## src/rtl/writeback_stage.sv

```systemverilog
// writeback_stage: MEM/WB pipeline register plus the writeback datapath.
// Captures the memory-stage bundle, aligns and extends load data, picks the
// final result, drives the register-file write port, flags misaligned loads
// and counts retired instructions.
module writeback_stage #(
   parameter int XLEN  = 32,
   parameter int CNT_W = 64
) (
   input  logic             clk,
   input  logic             srst,
   input  logic             valid_m,
   input  logic             reg_write_m,
   input  logic [1:0]       result_src_m,
   input  logic [4:0]       rd_m,
   input  logic [2:0]       funct3_m,
   input  logic [XLEN-1:0]  alu_result_m,
   input  logic [XLEN-1:0]  read_data_m,
   input  logic [XLEN-1:0]  pc_plus4_m,
   input  logic             stall_w,
   input  logic             flush_w,
   output logic             valid_w,
   output logic             reg_write_w,
   output logic [4:0]       rd_w,
   output logic [XLEN-1:0]  result_w,
   output logic             load_misalign_w,
   output logic [CNT_W-1:0] instret
);

   localparam logic [1:0] SRC_ALU  = 2'b00;
   localparam logic [1:0] SRC_LOAD = 2'b01;
   localparam logic [1:0] SRC_PC4  = 2'b10;

   // MEM/WB register fields
   logic            valid_r;
   logic            reg_write_r;
   logic [1:0]      result_src_r;
   logic [4:0]      rd_r;
   logic [2:0]      funct3_r;
   logic [XLEN-1:0] alu_result_r;
   logic [XLEN-1:0] read_data_r;
   logic [XLEN-1:0] pc_plus4_r;

   logic [1:0]      ofs;
   logic [7:0]      load_byte;
   logic [15:0]     load_half;
   logic [XLEN-1:0] load_value;

   // MEM/WB register: flush squashes (and wins over stall), stall holds, else capture
   // NOTE: sequential state uses non-blocking assignments so every register
   // samples pre-edge values regardless of statement order.
   always_ff @(posedge clk or posedge srst) begin
      if (srst) begin
         valid_r      <= 1'b0;
         reg_write_r  <= 1'b0;
         result_src_r <= SRC_ALU;
         rd_r         <= '0;
         funct3_r     <= '0;
         alu_result_r <= '0;
         read_data_r  <= '0;
         pc_plus4_r   <= '0;
      end else if (flush_w) begin
         valid_r      <= 1'b0;
         reg_write_r  <= 1'b0;
         result_src_r <= SRC_ALU;
         rd_r         <= '0;
         funct3_r     <= '0;
         alu_result_r <= '0;
         read_data_r  <= '0;
         pc_plus4_r   <= '0;
      end else if (!stall_w) begin
         valid_r      <= valid_m;
         reg_write_r  <= reg_write_m;
         result_src_r <= result_src_m;
         rd_r         <= rd_m;
         funct3_r     <= funct3_m;
         alu_result_r <= alu_result_m;
         read_data_r  <= read_data_m;
         pc_plus4_r   <= pc_plus4_m;
      end
   end

   // Retired-instruction counter: the WB instruction retires when it leaves (not stalled)
   always_ff @(posedge clk or posedge srst) begin
      if (srst) begin
         instret <= '0;
      end else if (valid_r && !stall_w) begin
         instret <= instret + 1'b1;
      end
   end

   assign ofs = alu_result_r[1:0];

   // Little-endian byte/halfword selection and sign/zero extension of the load word
   // NOTE: every output gets a default first so no path through the block
   // leaves a value unassigned and infers a latch.
   always_comb begin
      load_byte  = read_data_r[8*ofs +: 8];
      load_half  = ofs[1] ? read_data_r[31:16] : read_data_r[15:0];
      load_value = read_data_r;
      case (funct3_r)
         3'b000:  load_value = {{(XLEN-8){load_byte[7]}}, load_byte};
         3'b100:  load_value = {{(XLEN-8){1'b0}}, load_byte};
         3'b001:  load_value = {{(XLEN-16){load_half[15]}}, load_half};
         3'b101:  load_value = {{(XLEN-16){1'b0}}, load_half};
         default: load_value = read_data_r;
      endcase
   end

   // Misaligned halfword (odd offset) or word (nonzero offset) load in WB
   always_comb begin
      load_misalign_w = valid_r && (result_src_r == SRC_LOAD) &&
                        (((funct3_r[1:0] == 2'b01) && ofs[0]) ||
                         ((funct3_r[1:0] == 2'b10) && (ofs != 2'b00)));
   end

   // Final result select; the reserved source code falls back to the ALU result
   always_comb begin
      case (result_src_r)
         SRC_LOAD: result_w = load_value;
         SRC_PC4:  result_w = pc_plus4_r;
         default:  result_w = alu_result_r;
      endcase
   end

   // Register-file write port: x0 and misaligned loads never write
   always_comb begin
      valid_w     = valid_r;
      rd_w        = rd_r;
      reg_write_w = valid_r && reg_write_r && (rd_r != 5'd0) && !load_misalign_w;
   end

endmodule

```

## config.mk

```make
export PLATFORM = sky130hd
export DESIGN_NAME = writeback_stage
export DESIGN_NICKNAME = d
export VERILOG_FILES = /design/src/rtl/writeback_stage.sv
export SDC_FILE = /design/constraint.sdc
export NUM_CORES = 1
export LEC_CHECK = 0
export CORE_ASPECT_RATIO = 1.4
export CORE_MARGIN = 1.5
export CORE_UTILIZATION = 45
export DETAILED_ROUTE_END_ITERATION = 7
export GPL_TIMING_DRIVEN = 0
export PLACE_DENSITY_LB_ADDON = 0.08
export SLEW_MARGIN = 0
export SYNTH_ARGS = -nofsm -noshare
export SYNTH_HDL_FRONTEND = slang
export SYNTH_SLANG_ARGS = --single-unit
```

## constraint.sdc

```tcl
create_clock -name clk -period 10.65 [get_ports clk]
set_clock_uncertainty 0.15 [all_clocks]
set_input_delay 2.6625 -clock clk [delete_from_list [all_inputs] [get_ports clk]]
set_output_delay 2.6625 -clock clk [all_outputs]
set_load 0.02 [all_outputs]
```

==> impl_metrics.env <==
export IMPL_finalWirelength_um=23800
export IMPL_dr_total_vias=6910
export IMPL_root_buffer="clkbuf_16"
export IMPL_maxCapViolations=0
export IMPL_antenna_found_initial=1
export IMPL_synth_edf_count=0
export IMPL_die_area_um2=19600
export IMPL_tns_ns=0
export IMPL_synth_top_cell_area_share_pct=51.0
export IMPL_die_h_um=165
export IMPL_multiInputGateArea_um2=3870
export IMPL_clk_latency_ns=0.44
export IMPL_holdWs_ns=0.314
export IMPL_final_nets=1179
export IMPL_rsz0062_at_grt="false"
export IMPL_grt_overflow=0
export IMPL_grt_pass1_vias=6830
export IMPL_wl_per_cell_um=18.0
export IMPL_startpoint_type="flip-flop"
export IMPL_routabilityCongestion=0.862
export IMPL_max_slew_margin_pct=49.9
export IMPL_fin_crit_sh_pct=58.4
export IMPL_cp_max_fo=10
export IMPL_start_util_pct=45.7
export IMPL_hold_violations=0
export IMPL_ys_seq_area_share_pct=51.0
export IMPL_yosys_mux_area_fraction_pct=14.0
export IMPL_drive_gt1_share_pct=5.01
export IMPL_cts_sinks=172
export IMPL_first_iter_violations=531
export IMPL_route_detailed_drc=0
export IMPL_synth_area_leaders="dfrtp_1 51%, mux2i_1 14%, nor2_1 6.8%"
export IMPL_place_hpwl_um=17900
export IMPL_regArea_um2=4300
export IMPL_irDropWorstVdd_mv=0.0993
export IMPL_cts_buffers=17
export IMPL_cts_resized=0
export IMPL_max_stage_delay_ns=0.60
export IMPL_detail_route_antenna_nets=0
export IMPL_finalWorstSetupSlack_ns=4.43
export IMPL_post_cts_buffers=0
export IMPL_htree_levels=4
export IMPL_status="complete, no violations"
export IMPL_syn_num_nets=945
export IMPL_ys_ff_latch=172
export IMPL_finalSetupViolations=0
export IMPL_synthFlopType="dfrtp_1"
export IMPL_final_util_pct=62.4
export IMPL_grt_max_degree=100
export IMPL_fill_cells=1597
export IMPL_synth_async_sr_flop_share_pct=100
export IMPL_ys_types=45
export IMPL_synth_compound_area_share_pct=6.36
export IMPL_worst_pin_slew_ns=0.751
export IMPL_grt_first_pass_wirelength_um=37500
export IMPL_yosysMostFrequentCell="dfrtp_1"
export IMPL_area_growth_pct=36.5
export IMPL_synth_common_cells="172 x dfrtp_1, 153 x nor2_1, 117 x mux2i_1"
export IMPL_fmax_ghz=0.161
export IMPL_routed_via_density=5.23
export IMPL_cts_hold_buf=0
export IMPL_clockBufferDepth=2
export IMPL_synth_top_area_cell="dfrtp_1"
export IMPL_critical_path_arrival_ns=3.41
export IMPL_leakage_nw=5.30
export IMPL_io_buffers=214
export IMPL_powerDensity_nw_per_um2=138
export IMPL_synth_xor_area_share_pct=6.54
export IMPL_synth_top_family_by_area="simple AND/OR/NAND/NOR gates"
export IMPL_synth_area_per_cell_um2=10.2
export IMPL_cp_slowest_cell="clkdlybuf4s50_1"
export IMPL_layout_min_cycle_time_ns=6.22
export IMPL_path_depth=9
export IMPL_die_w_um=119
export IMPL_drv_slew=0
export IMPL_clk_pin_slew_worst_paths_ns=0.07
export IMPL_syn_inst=830
export IMPL_ys_warn_count=0
export IMPL_synth_area_um2=8440
export IMPL_core_um2=18500
export IMPL_required_ns=7.84
export IMPL_synth_fa_ha_area_share_pct=0.445
export IMPL_cts_tree="built"
export IMPL_firstDrtPassIters=6
export IMPL_crit_type="reg2out"
export IMPL_cpLargestDelayFamily="buffers and inverters"
export IMPL_path_cells="inv_1, ha_1, clkbuf_1, nand2b_1, nor2_1, clkbuf_1, a221oi_1, nand2_1, clkdlybuf4s50_1"
export IMPL_num_io_pins=216
export IMPL_rr_worst_depth=6
export IMPL_min_path_cells=1
export IMPL_post_place_ws_ns=4.87
export IMPL_cp_buffers_inverters=4
export IMPL_track_usage_pct=25.2
export IMPL_cp_common_cell="clkbuf_1"
export IMPL_placementRows=59
export IMPL_synthSimpleGateAreaFrac_pct=18.5
export IMPL_total_power_mw=1.59
export IMPL_endpoint_kind="output pin"
export IMPL_min_path_type="reg2reg"
==> per-stage QoR <==
stage	std cells	instance area (µm²)
after detailed placement	1289	10900
after floorplan	830	8440
after global placement	1288	10900
final	1322	11500
after global routing	1322	11500
after CTS	1321	11500
==> worst paths after layout <==
path | from | to | slack (ns)
min in group asynchronous | srst | instret[61]$_DFFE_PP0P_ | 2.53
min | instret[63]$_DFFE_PP0P_ | instret[63]$_DFFE_PP0P_ | 0.31
max in group asynchronous | srst | read_data_r[24]$_DFFE_PP0P_ | 6.92
max | result_src_r[1]$_DFFE_PP0P_ | result_w[30] | 4.43
min reg2reg | instret[63]$_DFFE_PP0P_ | instret[63]$_DFFE_PP0P_ | 0.31
max reg2reg | instret[0]$_DFFE_PP0P_ | instret[52]$_DFFE_PP0P_ | 8.11
==> logic make-up (layout without fill, tap and decap cells) <==
| family | Yosys count | in the layout |
|---|---|---|
| and+or+nand+nor | 333 | 333 |
| DFF | 172 | 172 |
| muxes | 118 | 118 |
| AOI/OAI and AO/OA | 74 | 74 |
| buffers and inverters | 67 | 314 |
| xor gates and xnor gates | 63 | 63 |
| adders and majority gates | 3 | 3 |
| other | 0 | 1 |
==> registers in the layout (all words and copies together), names as in the netlist, 2 cells and up <==
| register | count |
|---|---|
| result_src_r | 2 |
| rd_w | 5 |
| read_data_r | 32 |
| instret | 64 |
| funct3_r | 3 |
| pc_plus4_r | 32 |
| alu_result_r | 32 |
==> final cells by class <==
type                       count  share of cell area (%)
timing repair buffer         215                    18.8
clock buffer                  17                    3.70
multi-input combinational    591                    33.6
inverter                      21                   0.750
antenna                        1                  0.0217
tap                          244                    2.65
buffer                        46                    1.62
clock inverter                15                    1.45
sequential                   172                    37.4
==> placed cells by master, fill, tap and decap left out, types with 19 or more instances in the layout <==
cell             Yosys  routed
mux2i_1            117     117
inv_1               21      20
clkdlybuf4s50_1      0     214
nor3_1              19      19
clkbuf_1            32      32
nand3_1             24      24
dfrtp_1            172     172
xor2_1              32      32
xnor2_1             31      31
nor2_1             153     153
nand2_1             77      77
==> routing by layer <==
metal / vias up / GRT usage, % / routed length [µm]
met1: 3326 / 31.5 / 10100
met5: - / 0 / 0
met4: 0 / 13.6 / 1160
met2: 205 / 41.6 / 11600
met3: 50 / 4.66 / 940
li1: 3329 / - / -
==> where the power goes <==
part	internal, mW	switching (mW)	total (mW)	leakage, nW
registers	0.684	0.0318	0.715	2.31
logic	0.122	0.130	0.252	2.71
clock network	0.334	0.293	0.626	0.282
total	1.14	0.454	1.59	5.30
No activity file was read; power rests on OpenSTA's default activity.
